### src/rtl/pe_core.sv
// ---------------------------------------------------------------------------
// pe_core -- pixel processing element
//
// Two operations on a pixel given as three channel vectors:
//   * channel sum: clears the red/green/blue sums, then adds the incoming
//     channel values with saturation at 2^W-1.
//   * background removal: computes per-channel |in - exp|. If every
//     difference is within threshold, the pixel is treated as background and
//     replaced by the desired background colour. Otherwise the incoming pixel
//     is passed through unchanged.
//
// Ports
//   Clk                           single clock, rising edge
//   Reset                         synchronous, active-low
//   Ack                           level acknowledge, returns done states to idle
//   Start_Sum, Start_BgRemoval    operation starts, sampled in idle only
//   red/green/blue_in       [W]   incoming pixel
//   red/green/blue_exp      [W]   expected background colour
//   threshold               [W]   per-channel match tolerance
//   desired_bg_r/g/b        [W]   replacement background colour
//   red/green/blue_out      [W]   registered processed pixel
//   red/green/blue_sum      [W]   registered channel sums
//   Qi..Qbgd                      one-hot state indicators
// ---------------------------------------------------------------------------
module pe_core #(
    parameter  int NUM_PIXELS = 1,
    localparam int W          = 8 * NUM_PIXELS + 1
) (
    input  logic         Clk,
    input  logic         Reset,
    input  logic         Ack,
    input  logic         Start_Sum,
    input  logic         Start_BgRemoval,
    input  logic [W-1:0] red_in,
    input  logic [W-1:0] green_in,
    input  logic [W-1:0] blue_in,
    input  logic [W-1:0] red_exp,
    input  logic [W-1:0] green_exp,
    input  logic [W-1:0] blue_exp,
    input  logic [W-1:0] threshold,
    input  logic [W-1:0] desired_bg_r,
    input  logic [W-1:0] desired_bg_g,
    input  logic [W-1:0] desired_bg_b,
    output logic [W-1:0] red_out,
    output logic [W-1:0] green_out,
    output logic [W-1:0] blue_out,
    output logic [W-1:0] red_sum,
    output logic [W-1:0] green_sum,
    output logic [W-1:0] blue_sum,
    output logic         Qi,
    output logic         Qsi,
    output logic         Qs,
    output logic         Qsd,
    output logic         Qbgi,
    output logic         Qbg,
    output logic         Qbad,
    output logic         Qbgd
);

    typedef enum logic [2:0] {
        S_I   = 3'd0,
        S_SI  = 3'd1,
        S_S   = 3'd2,
        S_SD  = 3'd3,
        S_BGI = 3'd4,
        S_BG  = 3'd5,
        S_BAD = 3'd6,
        S_BGD = 3'd7
    } state_t;

    state_t state;
    state_t state_next;

    logic [W-1:0] diff_r;
    logic [W-1:0] diff_g;
    logic [W-1:0] diff_b;
    logic         is_bg;

    // Widen by one bit so the carry-out selects the saturated value.
    function automatic logic [W-1:0] sat_add(input logic [W-1:0] a,
                                             input logic [W-1:0] b);
        logic [W:0] s;
        s = {1'b0, a} + {1'b0, b};
        return s[W] ? {W{1'b1}} : s[W-1:0];
    endfunction

    // Subtract in the order that keeps the result non-negative, so no wrap.
    function automatic logic [W-1:0] abs_diff(input logic [W-1:0] a,
                                              input logic [W-1:0] b);
        return (a >= b) ? (a - b) : (b - a);
    endfunction

    // A difference equal to the threshold still counts as a match.
    assign is_bg = (diff_r <= threshold) && (diff_g <= threshold) &&
                   (diff_b <= threshold);

    always_comb begin
        state_next = state;
        case (state)
            S_I: begin
                // Sum wins when both starts arrive together.
                if (Start_Sum)
                    state_next = S_SI;
                else if (Start_BgRemoval)
                    state_next = S_BGI;
            end
            S_SI:  state_next = S_S;
            S_S:   state_next = S_SD;
            S_SD:  if (Ack) state_next = S_I;
            S_BGI: state_next = S_BG;
            S_BG:  state_next = is_bg ? S_BAD : S_BGD;
            S_BAD: state_next = S_BGD;
            S_BGD: if (Ack) state_next = S_I;
            default: state_next = S_I;
        endcase
    end

    always_ff @(posedge Clk) begin
        if (!Reset) begin
            state     <= S_I;
            red_out   <= '0;
            green_out <= '0;
            blue_out  <= '0;
            red_sum   <= '0;
            green_sum <= '0;
            blue_sum  <= '0;
            diff_r    <= '0;
            diff_g    <= '0;
            diff_b    <= '0;
        end else begin
            state <= state_next;
            case (state)
                S_SI: begin
                    red_sum   <= '0;
                    green_sum <= '0;
                    blue_sum  <= '0;
                end
                S_S: begin
                    red_sum   <= sat_add(red_sum,   red_in);
                    green_sum <= sat_add(green_sum, green_in);
                    blue_sum  <= sat_add(blue_sum,  blue_in);
                end
                S_BGI: begin
                    diff_r    <= abs_diff(red_in,   red_exp);
                    diff_g    <= abs_diff(green_in, green_exp);
                    diff_b    <= abs_diff(blue_in,  blue_exp);
                    // Pass-through value; overwritten later only on a match.
                    red_out   <= red_in;
                    green_out <= green_in;
                    blue_out  <= blue_in;
                end
                S_BAD: begin
                    red_out   <= desired_bg_r;
                    green_out <= desired_bg_g;
                    blue_out  <= desired_bg_b;
                end
                default: ;
            endcase
        end
    end

    assign Qi   = (state == S_I);
    assign Qsi  = (state == S_SI);
    assign Qs   = (state == S_S);
    assign Qsd  = (state == S_SD);
    assign Qbgi = (state == S_BGI);
    assign Qbg  = (state == S_BG);
    assign Qbad = (state == S_BAD);
    assign Qbgd = (state == S_BGD);

endmodule

### config.mk
export PLATFORM = sky130hd
export DESIGN_NAME = pe_core
export DESIGN_NICKNAME = d
export VERILOG_FILES = /design/src/rtl/pe_core.sv
export SDC_FILE = /design/constraint.sdc
export NUM_CORES = 1
export LEC_CHECK = 0
export CAP_MARGIN = 10
export CORE_ASPECT_RATIO = 1.75
export CORE_UTILIZATION = 50
export CTS_BUF_LIST = sky130_fd_sc_hd__clkbuf_16
export DETAILED_ROUTE_END_ITERATION = 8
export PLACE_DENSITY_LB_ADDON = 0.3
export SLEW_MARGIN = 10
export SYNTH_ARGS = -nofsm -noshare
export SYNTH_HDL_FRONTEND = slang
export SYNTH_SLANG_ARGS = --single-unit
### constraint.sdc
create_clock -name Clk -period 7.1 [get_ports Clk]
set_input_delay 1.065 -clock Clk [delete_from_list [all_inputs] [get_ports Clk]]
set_output_delay 1.065 -clock Clk [all_outputs]
set_load 0.03 [all_outputs]
==> metrics.txt <==
Avg Synthesized Cell Area=8.02 um2; synthesized net count=roughly 1100; DIE HEIGHT=161 um; drt wl/cell=around 16 um; max cap viols=0; CP Launch Type=flip-flop; CP Capture Type=primary output; area share of the largest cell type after synthesis=23.3%; RSZ-0062 raised after global routing=no; largest net degree at the start of global routing=57; post-route ant nets=0; Period Utilization, post-route=61.3%; fmax=between 200 and 250 MHz; Slew Limit Fails=0; Synth Flop Type=dfxtp_1; outcome=finished, final reports clean; Hold Startpoint=blue_sum[4]$_SDFFE_PN0N_; worst path setup slack after routing=2750 ps; GRT overflow=0; crit-path max FO=47; Antenna diodes=0; Mapped Cells=between 800 and 900; slew margin rel.=a little over a third; RR Startpoint=state[2]$_SDFFE_PN0P_; Synthesis Warnings=0; Boundary Pins=between 150 and 200; Pleak=3.96 nW; Slew @ Worst Pin=~950 ps; CTS clk-pin slew, worst paths=70 ps; H-tree levels=3; Post-Syn Area=0.00721 mm2; Placed Area=a little under 0.009 mm2; final clock skew=8.53 ps; number of synthesized flops with an enable pin=0; IO Port Bufs=~160; Vias/cell=5.78; post-route DRC violation count=0; clock sinks=between 80 and 90; metal3 WL=approximately 840 um; slowest stage cell, crit path=clkdlybuf4s50_1; pre-CTS setup slack=roughly 3100 ps; initial antenna violation count=0; met2 wire len=approximately 10 mm; 1st-iter DRT viols=between 200 and 250; vias in the first global route=6925; worst setup path class=flip-flop to primary output; fillcell total=~1200; CTS tree=yes; router iterations before antenna repair=5; P&R area growth vs syn=26.9%; ys async rst share=0%; post-synth cell types=60; Req. time, crit path=approximately 6000 ps; Setup TNS=0 ps; routed vias=~7000; DRT met1 WL=around 7.8 mm; Resize count post-CTS=0; clock buffer depth=2; GPL Wtd Cong=0.899; core outline area=about 0.014 mm2; hold_buf cts=0; register bit total from synthesis=84; HPWL Detailed=about 16 mm; top cells by area, synth=dfxtp_1 23%, ha_1 18%, o21ai_0 6.0%; layout cell share with drive strength beyond 1=approximately 3.7%; WP data arrival=3290 ps; die area=roughly 0.015 mm2; first-pass GRT wire length=approximately 32 mm; Hold/Removal Path Class=flip-flop to flip-flop; Initial Util=approximately half; GRT Overall Usage=about 27%; Clock Latency Late Sink=~340 ps; Post-layout nets=about 1200; CP max stage delay=approximately 800 ps; Final Hold Fails=0; final instance area=roughly 0.009 mm2; minimum clock period after layout=around 4400 ps; Num CTS Buffers=9; Die W=92.8 um; pwr dens=~170 mW/mm2; Max Used Layer=met4; Post-CTS Setup Inserts=0; most frequent CP cell=inv_1; CTS Root Cell=clkbuf_16; Detailed Route WL=19.8 mm; worst setup path startpoint=state[1]$_SDFFE_PN0P_; sequential share of the synthesized area=23.3%; # rows=57; final number of setup-violating endpoints=0; worst path cell trace=buf_4 > inv_1 > or3_1 > inv_1 > clkdlybuf4s50_1; maximum VDD drop=130 uV; cell taking the most area after synthesis=dfxtp_1
[cells in the final DEF, fill, tap and decap left out, types with 7 or more instances in the layout]
cell type and count:
a31oi_1 7, nand2b_1 12, nor2b_1 20, dfxtp_1 83, nand3_1 19, clkdlybuf4s50_1 156
o21a_1 11, xor2_1 9, xnor2_1 22, mux2i_1 38, nand2_1 46, nor3_1 16
nor2_1 70, a21boi_0 9, ha_1 105, o211ai_1 10, fa_1 9, nand4_1 14
a21o_1 18, clkbuf_16 9, o21ai_0 86, a21oi_1 78, inv_1 84, a211oi_1 25
[synth_stat cells (10+ instances only)]
library cell and count:
a21o_1 18, nor3_1 16, o21ai_0 86, ha_1 105, nand3_1 19, o21a_1 11, clkbuf_1 30, a211oi_1 25
dfxtp_1 84, mux2i_1 38, xnor2_1 22, a21oi_1 78, o211ai_1 10, nor2b_1 21, nand2_1 46, nand2b_1 12
inv_1 84, nand4_1 14, nor2_1 70
[metrics by stage]
| stage | hold slack, ps | cells | util [%] | total power [W] |
|---|---|---|---|---|
| floorplan | 448 | 899 | - | 0.000943 |
| global placement | 465 | 1197 | 63.5 | 0.00114 |
| detailed placement | 466 | 1197 | 63.5 | 0.00115 |
| CTS | 478 | 1213 | 65.5 | 0.00159 |
| global route | 491 | 1213 | 65.5 | 0.00167 |
| finish | 477 | 1213 | 65.5 | 0.00159 |
[worst paths after layout]
check	cells past startpoint	to	slack (ps)
max	5	Qs	2750
min	2	blue_sum[4]$_SDFFE_PN0N_	480
max reg2reg	7	diff_b[1]$_SDFFE_PN0P_	4420
min reg2reg	2	blue_sum[4]$_SDFFE_PN0N_	480
[metal layers]
layer,global-route usage [%],vias up
met1,29.5,3283
li1,-,3475
met4,13.0,0
met2,49.4,198
met5,0,-
met3,3.65,56
[power by group]
| group | switching [W] | total (W) | internal (W) |
|---|---|---|---|
| Clock | 0.000205 | 0.000443 | 0.000238 |
| Sequential | 0.0000284 | 0.000536 | 0.000507 |
| Combinational | 0.000337 | 0.000608 | 0.000271 |
[area by class of cell]
cell class / count / area (um2) / area share (%)
Clock inverter: 7 / 50.0 / 0.547
Clock buffer: 9 / 225 / 2.46
Timing Repair Buffer: 159 / 1580 / 17.3
Inverter: 85 / 319 / 3.49
Sequential cell: 84 / 1680 / 18.4
Multi-Input combinational cell: 692 / 5070 / 55.4
Tap cell: 177 / 221 / 2.42
[critical path: cells and delay by family (launching register included)]
family	cells	cell delay, ps
DFF	1	310
buffers and inverters	4	2070
and+or+nand+nor	1	550
[registers in the layout (all words and copies together), names as in the netlist]
register	flops
red_sum	9
blue_out	9
green_out	9
state	3
red_out	9
green_sum	9
diff_g	9
diff_b	9
diff_r	9
blue_sum	9
[cells by family after synthesis]
logic type                 synth area share, %
AOI/OAI and AO/OA                         25.0
xor gates and xnor gates                  3.76
adders and majority gates                 20.7
buffers and inverters                     6.51
DFF                                       23.3
muxes                                     5.90
and+or+nand+nor                           14.8
Power figures use the tool's default switching activity.
